File: src/rtl/inc_seq_gen_if.sv
// Output stream of the 4-bit sequence generator: valid/ready handshake
// carrying the current sequence value and a final-beat marker.
interface inc_seq_gen_if #(
  parameter int WIDTH = 4
);
  logic             out_valid;
  logic             out_ready;
  logic [WIDTH-1:0] out_data;
  logic             out_last;

  // Producer side: the generator drives the beat and watches ready.
  modport master (
    output out_valid,
    output out_data,
    output out_last,
    input  out_ready
  );

  // Consumer side: accepts beats and applies backpressure.
  modport slave (
    input  out_valid,
    input  out_data,
    input  out_last,
    output out_ready
  );
endinterface

File: src/rtl/inc_seq_gen.sv
// 4-bit stepped sequence generator built around the add-by-one incrementer.
// A start request in IDLE captures start/end values and the wrap mode; every
// value from start to end is then offered on the output stream, one beat per
// accepted handshake. Carry out of 15 either wraps to 0 or aborts the run
// with a sticky overflow flag.

// Plain 4-bit incrementer: out = in1 + cin, cout = carry out of bit 3.
module add_by_one (
  input  logic [3:0] in1,
  input  logic       cin,
  output logic [3:0] out,
  output logic       cout
);
  assign {cout, out} = {1'b0, in1} + {4'b0000, cin};
endmodule

module inc_seq_gen #(
  parameter int WIDTH = 4
) (
  input  logic               clk,
  input  logic               rst,
  input  logic               start,
  input  logic [WIDTH-1:0]   start_val,
  input  logic [WIDTH-1:0]   end_val,
  input  logic               wrap,
  inc_seq_gen_if.master      os,
  output logic               busy,
  output logic               done,
  output logic               ovf
);

  typedef enum logic [1:0] {
    IDLE = 2'd0,
    EMIT = 2'd1,
    DONE = 2'd2
  } state_t;

  state_t           state_r;
  state_t           next_state_s;

  logic [WIDTH-1:0] count_r;
  logic [WIDTH-1:0] end_r;
  logic             wrap_r;
  logic             ovf_r;

  logic [WIDTH-1:0] inc_s;
  logic             carry_s;
  logic             last_s;
  logic             hs_s;

  // Successor value and carry always come from the shared incrementer.
  add_by_one u_inc (
    .in1  (count_r),
    .cin  (1'b1),
    .out  (inc_s),
    .cout (carry_s)
  );

  assign last_s = (count_r == end_r);
  // Handshake is qualified by state, not by the out_valid port, so that the
  // ready input never feeds back into the valid decode.
  assign hs_s   = (state_r == EMIT) && os.out_ready;

  // State register; synchronous reset returns to IDLE.
  always_ff @(posedge clk) begin
    if (rst) begin
      state_r <= IDLE;
    end else begin
      state_r <= next_state_s;
    end
  end

  // Next-state decode: leave EMIT only on a handshake of the last beat or on
  // an overflow that is not allowed to wrap; DONE lasts exactly one cycle.
  always_comb begin
    next_state_s = state_r;
    case (state_r)
      IDLE: begin
        if (start) begin
          next_state_s = EMIT;
        end else begin
          next_state_s = IDLE;
        end
      end
      EMIT: begin
        if (hs_s && (last_s || (carry_s && !wrap_r))) begin
          next_state_s = DONE;
        end else begin
          next_state_s = EMIT;
        end
      end
      DONE: begin
        next_state_s = IDLE;
      end
      default: begin
        next_state_s = IDLE;
      end
    endcase
  end

  // Datapath registers: capture the run parameters on an accepted start and
  // advance the count only on a handshake that is not the final beat.
  always_ff @(posedge clk) begin
    if (rst) begin
      count_r <= 4'd0;
      end_r   <= 4'd0;
      wrap_r  <= 1'b0;
      ovf_r   <= 1'b0;
    end else begin
      case (state_r)
        IDLE: begin
          if (start) begin
            count_r <= start_val;
            end_r   <= end_val;
            wrap_r  <= wrap;
            ovf_r   <= 1'b0;
          end
        end
        EMIT: begin
          if (hs_s && !last_s) begin
            if (!carry_s) begin
              count_r <= inc_s;
            end else if (wrap_r) begin
              count_r <= 4'd0;
            end else begin
              ovf_r   <= 1'b1;
            end
          end
        end
        DONE: begin
          count_r <= count_r;
        end
        default: begin
          count_r <= count_r;
        end
      endcase
    end
  end

  // Output decode from state and registers only.
  always_comb begin
    os.out_valid = 1'b0;
    os.out_data  = 4'd0;
    os.out_last  = 1'b0;
    busy         = 1'b0;
    done         = 1'b0;
    ovf          = ovf_r;
    case (state_r)
      IDLE: begin
        busy = 1'b0;
      end
      EMIT: begin
        os.out_valid = 1'b1;
        os.out_data  = count_r;
        os.out_last  = last_s;
        busy         = 1'b1;
      end
      DONE: begin
        busy = 1'b1;
        done = 1'b1;
      end
      default: begin
        busy = 1'b0;
      end
    endcase
  end

endmodule
File: src/flat_wrapper.sv
// flat-port wrapper written by rule: the top's interface ports become plain ports
module inc_seq_gen_flat 
#(
  parameter int WIDTH = 4
)
  (clk, rst, start, start_val, end_val, wrap, busy, done, ovf, os_out_valid, os_out_data, os_out_last, os_out_ready);
  inc_seq_gen_if #(.WIDTH(WIDTH)) os_i ();
  input  logic clk;
  input  logic rst;
  input  logic start;
  input  logic [WIDTH-1:0] start_val;
  input  logic [WIDTH-1:0] end_val;
  input  logic wrap;
  output logic busy;
  output logic done;
  output logic ovf;
  output wire logic [$bits(os_i.out_valid)-1:0] os_out_valid;
  output wire logic [$bits(os_i.out_data)-1:0] os_out_data;
  output wire logic [$bits(os_i.out_last)-1:0] os_out_last;
  input wire logic [$bits(os_i.out_ready)-1:0] os_out_ready;
  assign os_out_valid = os_i.out_valid;
  assign os_out_data = os_i.out_data;
  assign os_out_last = os_i.out_last;
  assign os_i.out_ready = os_out_ready;
  inc_seq_gen #(.WIDTH(WIDTH)) u_core (.clk(clk), .rst(rst), .start(start), .start_val(start_val), .end_val(end_val), .wrap(wrap), .os(os_i), .busy(busy), .done(done), .ovf(ovf));
endmodule
File: config.mk
export PLATFORM = sky130hd
export DESIGN_NAME = inc_seq_gen_flat
export DESIGN_NICKNAME = d
export VERILOG_FILES = /design/src/rtl/inc_seq_gen_if.sv /design/src/rtl/inc_seq_gen.sv /design/src/flat_wrapper.sv
export SDC_FILE = /design/constraint.sdc
export NUM_CORES = 1
export LEC_CHECK = 0
export CORE_ASPECT_RATIO = 1.25
export CORE_MARGIN = 2
export CORE_UTILIZATION = 40
export CTS_CLUSTER_SIZE = 14
export DETAILED_ROUTE_END_ITERATION = 8
export GPL_TIMING_DRIVEN = 0
export HOLD_SLACK_MARGIN = 0.03
export PLACE_DENSITY_LB_ADDON = 0.3
export SYNTH_ARGS = -nofsm -noshare
export SYNTH_HDL_FRONTEND = slang
export SYNTH_SLANG_ARGS = --single-unit
File: constraint.sdc
create_clock -name clk -period 2.2 [get_ports clk]
set_input_delay 0.55 -clock clk [delete_from_list [all_inputs] [get_ports clk]]
set_output_delay 0.55 -clock clk [all_outputs]
set_load 0.05 [all_outputs]
Word level (Yosys, flattened, before mapping)
Cells that the tools add are included.
- bits in registers: 12
- bits in latches: 0
- memory bits (writable): 0
- ROM bits: 0
- input port bits: 13
- output and inout bits: 9
- word-level logic and storage cells: 45
- memories: 0
- add/subtract/negate cells: 1
- $mul: 0
- div/mod/pow operators: 0
- magnitude comparators: 0
- equality and inequality tests: 8
- shift operators: 0
- mux-type cells: 18
- bitwise operators: 0
- reductions and logical operators: 13
- operators with widths (operator ; number):
    $mux W4 ; 5
    $mux W1 ; 9
    $pmux W4 S2 ; 1
    $ne A2 B2 Y1 const B ; 3
    $add A4 B1 Y5 const B ; 1
    $reduce_and A5 Y1 ; 1
    $eq A4 B4 Y1 ; 1
    $logic_and A1 B1 Y1 ; 4
    $pmux W2 S2 ; 1
    $reduce_and A4 Y1 ; 1
    $ne A3 B2 Y1 const B ; 1
    $eq A2 B1 Y1 const B ; 1
    $eq A2 B2 Y1 const B ; 1
    $logic_not A1 Y1 ; 2
    $logic_not A2 Y1 ; 1
    $mux W2 ; 1
    $ne A2 B1 Y1 const B ; 1
    $pmux W1 S2 ; 1
    $reduce_and A2 Y1 ; 1
    $reduce_bool A2 Y1 ; 1
    $reduce_or A2 Y1 ; 1
    $logic_or A1 B1 Y1 ; 1

Longest topological paths before layout
Gate-level depths: netlist (run 1).
- depth after elaboration: 6
- gate-level depth with buffers: 6
- gate-level depth less buffers: 6

Cells and area by module
Synthesis (run 1) repeated with hierarchy kept, for this count alone.
- cell total of the unflattened synthesis: 82
- area, all modules: 698.2 um2
- by module, submodules not included (module ; times used ; cells each ; area an instance (um2) ; seq. area each (um2)):
    inc_seq_gen ; 1 ; 76 ; 638.1 ; 240.2
    add_by_one ; 1 ; 6 ; 60.1 ; 0.0

Worst setup path after synthesis (run 1)
OpenSTA, ideal clock, no wires.
- path kind: register -> output
- start point: register u_core.state_r[1]
- end point: output os_out_data[2]
- arrival: 1.972 ns
- data required time: 1.650 ns
- path slack: -0.322 ns
- cell stages (with the launch flop): 6
- path buffers: 1
- cell sequence: dfxtp_1 -> inv_1 -> ha_1 -> clkbuf_1 -> inv_1 -> nor2_1
- longest elaborated chain between the ends: 2
- ends and longest elaborated chain (item ; RTL line ; RTL):
    start, declared ; inc_seq_gen.sv:38 ; state_t state_r;
    start signal, assigned ; inc_seq_gen.sv:69 ; state_r <= next_state_s;
    $eq A2 B1 Y1 ; inc_seq_gen.sv:148 ; case (state_r)
    $mux W4 ; inc_seq_gen.sv:148 ;
    end, declared ; flat_wrapper.sv:18 ; output wire logic [$bits(os_i.out_data)-1:0] os_out_data;
No other way between the ends.

Final worst setup path (run 1)
- start point: register u_core.count_r[0]
- end point: output os_out_last
- longest elaborated chain between the ends: 2
- ends and longest elaborated chain (item ; RTL line ; RTL):
    start, declared ; inc_seq_gen.sv:41 ; logic [WIDTH-1:0] count_r;
    start signal, assigned ; inc_seq_gen.sv:113 ; count_r <= start_val;
    start signal, assigned ; inc_seq_gen.sv:122 ; count_r <= inc_s;
    start signal, assigned ; inc_seq_gen.sv:131 ; count_r <= count_r;
    $eq A4 B4 Y1 ; inc_seq_gen.sv:59 ; assign last_s = (count_r == end_r);
    $mux W1 ; inc_seq_gen.sv:148 ;
    end, declared ; flat_wrapper.sv:19 ; output wire logic [$bits(os_i.out_last)-1:0] os_out_last;
No other way between the ends.

==> results.py, run 1 <==
metrics = {
    "critical_path": {
        "crit_path_max_fanout": 7,
        "critPathLaunch": "u_core.count_r[0]$_SDFFE_PP0P_",
        "critPathSlowestCell": "dfxtp_1",
        "r2r-start": "u_core.count_r[0]$_SDFFE_PP0P_",
        "start_kind": "flop",
        "worst-endpoint-required_ps": 1650,
        "crit_end": "os_out_last",
        "path_cells": "xnor2_1 -> nand4_4 -> nor2_2 -> buf_4",
        "worstSetupPathType": "reg2out",
        "reg2reg_depth": 4,
        "r2r-end": "u_core.count_r[0]$_SDFFE_PP0P_",
        "r2r_slack_ps": 400,
        "cp.arrival_ps": 1540,
        "slowest_delay_ps": 470,
        "worstSetupEndpointType": "primary output",
    },
    "die": {
        "die_w_um": 42.3,
        "rows": 17,
        "ios": 22,
        "die_y_um": 51.9,
        "die_area_um2": 2190,
        "core_um2": 1740,
        "initial_utilization_pct": 42.0,
    },
    "power_and_ir_drop": {
        "p_per_area_nw_per_um2": 746,
        "worst_ir_drop_vdd_v": 0.000378,
        "total_leakage_power_nw": 0.427,
    },
    "run_status": {
        "outcome": "completed",
    },
    "logic_synthesis": {
        "ys_seq_area_share_pct": 32.8,
        "yosysMostFrequentCell": "nand2_1",
        "synth_edf_count": 0,
        "yosys_warnings": 0,
        "syn-cell-area_um2": 733,
        "synthCells": 88,
        "synthArstFlopShare_pct": 0,
        "synth_top_area_share_pct": 32.8,
        "syn_avg_cell_area_um2": 8.33,
        "syn_nets": 105,
        "ys_ff_latch": 12,
        "synth_ff_type": "dfxtp_1",
        "yosysTopAreaCell": "dfxtp_1",
        "yosysUniqueCellTypes": 26,
        "ys_top_cells_by_count": "nand2_1, dfxtp_1, a21oi_1, inv_1, nor2_1",
        "synthTopCellsByArea": "dfxtp_1, nand2_1, a21oi_1",
    },
    "sta": {
        "hold-worst-slack_ps": 472,
        "grt_setup_unrepaired": "false",
        "fin_skew_ps": 1.63,
        "max_freq_mhz": 480,
        "period_share_pct": 94.8,
        "final.min_clock_period_ps": 2090,
        "finalSetupViolCount": 0,
        "maxSlewHeadroom_pct": 66.6,
        "finalMaxSlewViolations": 0,
        "hold_violations": 0,
        "tightest_slew_ps": 500,
    },
    "placement": {
        "placed_area_um2": 975,
        "io_buffers": 21,
        "dp.cells": 128,
        "post-dp-hpwl_mm": 1.19,
        "place.gp.congestion": 0.757,
    },
    "finish": {
        "drive_gt1_share_pct": 18.6,
        "fin_cells": 132,
        "diodes": 0,
        "final_area_um2": 1000,
        "area_growth_pct": 36.9,
        "fin_nets": 131,
    },
    "grt": {
        "overflow": 0,
        "grt_use_total_pct": 17.5,
        "grt_antenna_before_repair": 0,
        "use_met3_pct": 2.08,
        "top_usage_layer": "met2",
        "grt_pass1_wl_mm": 2.77,
        "use_met1_pct": 20.6,
        "grt_pass1_vias": 653,
        "use_met2_pct": 28.2,
        "grt_max_degree": 11,
    },
    "clocking": {
        "clock_path_buffers": 2,
        "cts_buffers": 3,
        "ctsHoldBuffers": 0,
        "cts_tree": "yes",
        "clock_sinks": 12,
        "cts-root-buf": "clkbuf_4",
        "h-tree-depth": 1,
        "insertion_delay_ps": 280,
        "clkSlewWorstSetupHoldPaths_ps": 80,
        "postCtsSetupBuffers": 0,
    },
    "routing": {
        "finalWirelength_mm": 1.70,
        "post-route-drc-count": 0,
        "first_iter_violations": 10,
        "drt_pre_antenna_iters": 4,
        "vias": 687,
        "drt-vias-per-instance": 5.20,
        "drtAntennaViolNets": 0,
        "wl_per_cell_um": 12.9,
    },
    "min_path": {
        "min_path_cells": 2,
        "hp-class": "reg2reg",
    },
    "run": {
        "cap_violations": 0,
    },
}
==> what timing repair did <==
item / 4_1_cts / 5_1_grt
endpoints found under the setup margin: 7 / 6
resized for setup: 30 / 5
pin swaps: 0 / 1
==> cells in the final DEF, fill, tap and decap left out, drive strengths merged, types with 3 or more instances in the layout <==
master / Yosys / routed
buf: 1 / 7
a21oi: 10 / 10
xnor2: 4 / 4
nand2: 14 / 14
clkbuf: 2 / 5
a211oi: 3 / 3
clkdlybuf4s50: 0 / 13
and2: 4 / 4
ha: 4 / 4
a31oi: 3 / 3
mux2i: 3 / 3
dfxtp: 12 / 12
inv: 7 / 7
nor2: 7 / 7
==> per-layer routing <==
metal,part of all wire [%],vias up
li1,-,349
met4,3.4,0
met3,4.3,5
met2,48,20
met1,44,313
met5,0,-
==> critical path, delay by kind of cell, from the launching register on <==
kind          cells  cell delay, ps
xor+xnor          1             220
simple gates      2             350
buf+inv           1             210
flops             1             470
==> report_power, final <==
group / internal (mW) / switching [mW] / total, mW
logic: 0.125 / 0.180 / 0.305
clock network: 0.101 / 0.0774 / 0.178
registers: 0.240 / 0.0248 / 0.265
==> worst min-delay path by stage <==
stage | startpoint | to | slack (ps)
global placement | u_core.end_r[1]$_SDFFE_PP0N_ | u_core.end_r[1]$_SDFFE_PP0N_ | 460
detailed placement | u_core.wrap_r$_SDFFE_PP0N_ | u_core.wrap_r$_SDFFE_PP0N_ | 460
CTS | u_core.wrap_r$_SDFFE_PP0N_ | u_core.wrap_r$_SDFFE_PP0N_ | 470
floorplan | u_core.wrap_r$_SDFFE_PP0N_ | u_core.wrap_r$_SDFFE_PP0N_ | 440
global route | u_core.wrap_r$_SDFFE_PP0N_ | u_core.wrap_r$_SDFFE_PP0N_ | 490
finish | u_core.wrap_r$_SDFFE_PP0N_ | u_core.wrap_r$_SDFFE_PP0N_ | 470
==> stage by stage <==
step | util (%) | setup TNS (ps) | total power [mW] | worst slack [ps]
3_5_place_dp | 55.9 | -1800 | 0.570 | -437
6_report | 57.5 | 0 | 0.748 | 115
3_3_place_gp | 55.9 | -1760 | 0.563 | -421
5_1_grt | 57.5 | 0 | 0.797 | 11.4
2_1_floorplan | - | -256 | 0.485 | -128
4_1_cts | 56.7 | 0 | 0.746 | 12.0
==> layout make-up <==
class                      instances  area [µm²]
inverter                           7        26.3
fill                             171         741
sequential                        12         240
buffer                             3        16.3
clock buffer                       4        36.3
multi-input combinational         66         470
tap                               19        23.8
timing repair buffer              21         190
==> cells by family (layout without fill, tap and decap cells) <==
| group | Yosys count | count (layout) | share of synthesized area, % |
|---|---|---|---|
| adders and majority gates | 4 | 4 | 6.83 |
| xor gates and xnor gates | 4 | 4 | 5.80 |
| buffers and inverters | 10 | 35 | 5.29 |
| and+or+nand+nor | 35 | 35 | 24.6 |
| DFF | 12 | 12 | 32.8 |
| muxes | 5 | 5 | 8.19 |
| AOI/OAI and AO/OA | 18 | 18 | 16.6 |
==> state kept, by name, indices dropped and copies added (netlist names) <==
signal and flops:
u_core.count_r 4, u_core.end_r 4, u_core.ovf 1, u_core.state_r 2, u_core.wrap_r 1
Note: power is estimated with default switching activity, not from simulation.
==> run 2, diff against run 1 <==
--- a/config.mk
+++ b/config.mk
@@ -7,7 +7,7 @@
 export LEC_CHECK = 0
 export CORE_ASPECT_RATIO = 1.25
 export CORE_MARGIN = 2
-export CORE_UTILIZATION = 40
+export CORE_UTILIZATION = 45
 export CTS_CLUSTER_SIZE = 14
 export DETAILED_ROUTE_END_ITERATION = 8
 export GPL_TIMING_DRIVEN = 0
==> constraint.sdc (replaced) <==
create_clock -name clk -period 2.2 [get_ports clk]
set_input_delay 0.55 -clock clk [delete_from_list [all_inputs] [get_ports clk]]
set_output_delay 0.55 -clock clk [all_outputs]
set_load 0.1 [all_outputs]
==> run 2 against run 1 <==
Net effect: clock skew about the same; sequential power about the same; non-clock buffer count decreased by 1; critical path type unchanged; largest cell class unchanged.
==> results.py, run 2 (synthesis results as in run 1) <==
metrics = {
    "power_and_ir_drop": {
        "power_mw": 0.826,
        "seqPwrFrac_pct": 32.3,
        "pwr-share-comb_pct": 45.2,
        "p_sw_mw": 0.349,
        "total_leakage_power_nw": 0.406,
        "clkPwrFrac_pct": 22.5,
        "worst_ir_drop_vdd_v": 0.000465,
        "p_per_area_nw_per_um2": 798,
        "intPower_mw": 0.477,
        "power_switching_share_pct": 42.2,
    },
    "finish": {
        "fin_nets": 130,
        "final_area_um2": 1030,
        "regArea_um2": 240,
        "final_common_cell": "nand2_1",
        "final_cell_mix": "nand2_1, clkdlybuf4s50_1, dfxtp_1, a21oi_1, inv_1",
        "post-route-util_pct": 67.1,
        "multiInputGateArea_um2": 493,
        "drive_gt1_share_pct": 21.4,
        "n_fill_cell": 124,
        "largest_registers": "u_core.count_r: 4 flops, u_core.end_r: 4 flops, u_core.state_r: 2 flops",
        "diodes": 0,
        "area_growth_pct": 41.1,
    },
    "die": {
        "die_y_um": 49.1,
        "die_area_um2": 1970,
        "initial_utilization_pct": 47.6,
        "core_um2": 1540,
        "die_w_um": 40.1,
        "rows": 16,
        "ios": 22,
    },
    "sta": {
        "maxSlewHeadroom_pct": 36.8,
        "fin_skew_ps": 1.71,
        "period_share_pct": 96.1,
        "max_freq_mhz": 473,
        "final.min_clock_period_ps": 2110,
        "tightest_slew_ps": 951,
        "postLayoutSetupSlackWorst_ps": 85.1,
        "finalSetupViolCount": 0,
        "hold_violations": 0,
        "grt_setup_unrepaired": "false",
        "finalMaxSlewViolations": 0,
    },
    "clocking": {
        "cts_buffers": 3,
        "cts-root-buf": "clkbuf_4",
        "cts_tree": "yes",
        "clkSlewWorstSetupHoldPaths_ps": 80,
        "clock_sinks": 12,
        "clock_path_buffers": 2,
        "h-tree-depth": 1,
        "postCtsSetupBuffers": 0,
        "insertion_delay_ps": 290,
    },
    "routing": {
        "finalWirelength_mm": 1.61,
        "first_iter_violations": 6,
        "drt-vias-per-instance": 5.30,
        "vias": 689,
        "wl_per_cell_um": 12.4,
        "drt_pre_antenna_iters": 4,
        "post-route-drc-count": 0,
        "drtAntennaViolNets": 0,
    },
    "placement": {
        "post-place-ws_ps": -540,
        "place.gp.congestion": 0.792,
        "io_buffers": 21,
        "placed_area_um2": 997,
        "post-dp-hpwl_mm": 1.25,
    },
    "grt": {
        "grt_use_total_pct": 20.2,
        "grt_antenna_before_repair": 0,
        "grt_max_degree": 11,
        "grt_pass1_wl_mm": 2.71,
        "grt_pass1_vias": 660,
        "overflow": 0,
    },
    "run": {
        "cap_violations": 0,
    },
    "min_path": {
        "hp-class": "reg2reg",
    },
    "critical_path": {
        "crit_path_max_fanout": 2,
        "worstSetupPathType": "reg2out",
        "cp.arrival_ps": 1560,
        "worst-endpoint-required_ps": 1650,
        "start_kind": "flop",
        "worstSetupEndpointType": "primary output",
    },
    "run_status": {
        "outcome": "completed",
    },
}
## run 2: cell count changes in the layout (fill, tap and decap cells not counted), moves of 2 or more
cell and delta:
buf_6 +2, clkdlybuf4s15_2 +3, nor2_4 +2, buf_2 -3
nor2_2 -2
## run 2: stage by stage
step                      cells  hold WS [ps]  setup TNS [ps]
after floorplan              88           444               0
after detailed placement    127           468           -2540
after global placement      127           458           -2400
after global routing        130           499               0
final                       130           474               0
after CTS                   131           475               0
## run 2: worst max-delay path, cell delays in order, from the launching register on
cell and delay, ps:
dfxtp_1 380, inv_1 70, ha_1 280, clkdlybuf4s15_2 550
## run 2: per-layer routing
layer | vias up | part of all wire, % | GRT usage (%)
met5 | - | 0 | 0
met4 | 0 | 1.8 | 12.1
met3 | 3 | 4.8 | 5.48
met2 | 19 | 52 | 32.0
met1 | 315 | 42 | 22.6
li1 | 352 | - | -
## run 2: path summary, 6_finish.rpt
check                                       from                              to  slack [ps]  cells past startpoint
setup / recovery    u_core.state_r[0]$_SDFF_PP0_                            busy          90                      3
hold / removal        u_core.wrap_r$_SDFFE_PP0N_      u_core.wrap_r$_SDFFE_PP0N_         470                      2
setup reg to reg  u_core.count_r[0]$_SDFFE_PP0P_  u_core.count_r[1]$_SDFFE_PP0P_         440                      4
hold reg to reg       u_core.wrap_r$_SDFFE_PP0N_      u_core.wrap_r$_SDFFE_PP0N_         470                      2
## run 2: final cells by class
cell class,count,area share [%]
Buffer,2,0.846
Clock buffer,4,3.51
Inverter,7,2.54
Multi-Input combinational cell,66,47.6
Timing Repair Buffer,21,20.1
Sequential cell,12,23.2
Tap cell,18,2.18
## run 2: timing repair
item                                    CTS  global route
pin swaps                                 1             0
hold buffers                              0             0
gates resized for setup                  41             2
endpoints found under the setup margin    9             2
## run 2: power by group through the flow
stage               registers (mW)  logic [mW]  clock network (mW)
CTS                          0.266       0.365               0.190
finish                       0.266       0.373               0.186
floorplan                    0.265       0.294                   0
global route                 0.269       0.399               0.198
detailed placement           0.272       0.365                   0
global placement             0.270       0.359                   0
==> run 3, diff against run 2 <==
--- a/config.mk
+++ b/config.mk
@@ -5,7 +5,6 @@
 export SDC_FILE = /design/constraint.sdc
 export NUM_CORES = 1
 export LEC_CHECK = 0
-export CORE_ASPECT_RATIO = 1.25
 export CORE_MARGIN = 2
 export CORE_UTILIZATION = 45
 export CTS_CLUSTER_SIZE = 14
@@ -13,6 +12,8 @@
 export GPL_TIMING_DRIVEN = 0
 export HOLD_SLACK_MARGIN = 0.03
 export PLACE_DENSITY_LB_ADDON = 0.3
+export SKIP_CTS_REPAIR_TIMING = 1
+export SLEW_MARGIN = 15
 export SYNTH_ARGS = -nofsm -noshare
 export SYNTH_HDL_FRONTEND = slang
 export SYNTH_SLANG_ARGS = --single-unit
==> run 3 against run 2 <==
Net effect: register-to-register slack worse by 60 ps; critical path depth up 1; count of clock-buffer cells in the layout down 1; combinational power up 1%; sequential power about the same; die area down 0.11%; final area down 1.2%; worst hold slack worse by 1.2 ps; critical endpoint is now os_out_last; largest cell class unchanged; largest power group unchanged; highest routed layer unchanged.
==> results.py, run 3 (synthesis results as in run 1) <==
metrics = {
    "sta": {
        "finalSetupViolCount": 0,
        "grt_setup_unrepaired": "false",
        "hold_violations": 0,
        "finalSetupTns_ps": 0,
        "max_freq_mhz": 472,
        "fin_skew_ps": 6.33,
        "tightest_slew_ps": 959,
        "period_share_pct": 96.3,
        "maxSlewHeadroom_pct": 36.0,
        "final.min_clock_period_ps": 2120,
        "finalMaxSlewViolations": 0,
    },
    "clocking": {
        "clock_sinks": 12,
        "cts_tree": "yes",
        "insertion_delay_ps": 280,
        "clkSlewWorstSetupHoldPaths_ps": 80,
        "cts-root-buf": "clkbuf_4",
        "cts_buffers": 3,
        "h-tree-depth": 1,
        "clock_path_buffers": 2,
    },
    "die": {
        "die_w_um": 44.4,
        "ios": 22,
        "rows": 14,
        "core_um2": 1520,
        "initial_utilization_pct": 48.1,
        "die_area_um2": 1970,
        "die_y_um": 44.4,
    },
    "run": {
        "cap_violations": 0,
    },
    "finish": {
        "regArea_um2": 240,
        "post-route-util_pct": 67.1,
        "largest_registers": "u_core.count_r: 4 flops, u_core.end_r: 4 flops, u_core.state_r: 2 flops",
        "n_fill_cell": 125,
        "diodes": 0,
        "area_growth_pct": 39.4,
        "multiInputGateArea_um2": 500,
        "drive_gt1_share_pct": 22.3,
        "final_common_cell": "nand2_1",
        "final_cell_mix": "nand2_1, clkdlybuf4s50_1, dfxtp_1, a21oi_1",
        "fin_nets": 131,
    },
    "placement": {
        "post-dp-hpwl_mm": 1.23,
        "place.gp.congestion": 0.776,
        "io_buffers": 21,
    },
    "routing": {
        "vias": 708,
        "drt-vias-per-instance": 5.53,
        "first_iter_violations": 10,
        "finalWirelength_mm": 1.69,
        "drtAntennaViolNets": 0,
        "wl_per_cell_um": 13.2,
        "drt_pre_antenna_iters": 4,
        "post-route-drc-count": 0,
    },
    "power_and_ir_drop": {
        "total_leakage_power_nw": 0.421,
        "power_mw": 0.785,
        "p_per_area_nw_per_um2": 768,
        "worst_ir_drop_vdd_v": 0.000489,
    },
    "critical_path": {
        "r2r_slack_ps": 380,
        "critPathSlowestCell": "dfxtp_1",
        "reg2reg_depth": 6,
        "r2r-end": "u_core.count_r[0]$_SDFFE_PP0P_",
        "worstSetupEndpointType": "primary output",
        "slowest_delay_ps": 470,
        "crit_path_max_fanout": 7,
        "start_kind": "flop",
        "worst-endpoint-required_ps": 1650,
        "worstSetupPathType": "reg2out",
        "r2r-start": "u_core.state_r[0]$_SDFF_PP0_",
        "path_cells": "xnor2_1 -> nand4_4 -> nor2_4 -> buf_6",
        "cp.arrival_ps": 1570,
    },
    "min_path": {
        "hp-class": "reg2reg",
        "min_path_cells": 2,
        "min_to": "u_core.wrap_r$_SDFFE_PP0N_",
        "worstHoldStart": "u_core.wrap_r$_SDFFE_PP0N_",
    },
    "grt": {
        "grt_pass1_wl_mm": 2.68,
        "overflow": 0,
        "grt_max_degree": 11,
        "grt_use_total_pct": 18.5,
        "grt_pass1_vias": 636,
        "grt_antenna_before_repair": 0,
    },
    "run_status": {
        "outcome": "completed",
    },
}
[run 3: worst max path at each step]
stage	from	end	depth (start not counted)
after global placement	u_core.count_r[0]$_SDFFE_PP0P_	os_out_last	4
after global routing	u_core.state_r[1]$_SDFF_PP0_	os_out_last	6
after detailed placement	u_core.state_r[1]$_SDFF_PP0_	os_out_last	6
final	u_core.count_r[0]$_SDFFE_PP0P_	os_out_last	4
after CTS	u_core.count_r[3]$_SDFFE_PP0P_	os_out_last	4
after floorplan	u_core.state_r[1]$_SDFF_PP0_	os_out_data[2]	5
[run 3: through the flow]
step	setup slack (ps)	instances	cell area (µm²)	hold WS [ps]
floorplan	51.4	88	764	444
global placement	-527	125	995	454
detailed placement	-531	125	995	460
CTS	-838	128	1020	470
global route	28.8	128	1020	494
finish	82.3	128	1020	473
[run 3: cell type report]
| cell class | instances | area share, % |
|---|---|---|
| sequential | 12 | 23.5 |
| multi-input combinational | 66 | 49.0 |
| clock buffer | 3 | 2.20 |
| tap | 16 | 1.96 |
| inverter | 7 | 2.57 |
| timing repair buffer | 21 | 19.2 |
| buffer | 3 | 1.59 |
[run 3: routing by layer]
layer / share of wire, % / up-vias / track usage (%)
met5: 0 / - / 0
met4: 2.3 / 0 / 8.48
met3: 6.8 / 7 / 2.45
met2: 48 / 25 / 30.9
met1: 43 / 327 / 23.7
li1: - / 349 / -
[run 3: report_power, final]
| group | total (mW) | internal [mW] | switching (mW) |
|---|---|---|---|
| sequential | 0.269 | 0.240 | 0.0288 |
| clock | 0.140 | 0.0635 | 0.0760 |
| combinational | 0.377 | 0.134 | 0.242 |
[run 3: worst max-delay path, delay by kind of cell (launching register included)]
family	cells	cell delay (ps)
xor+xnor	1	220
buf+inv	1	220
simple gates	2	370
flops	1	470
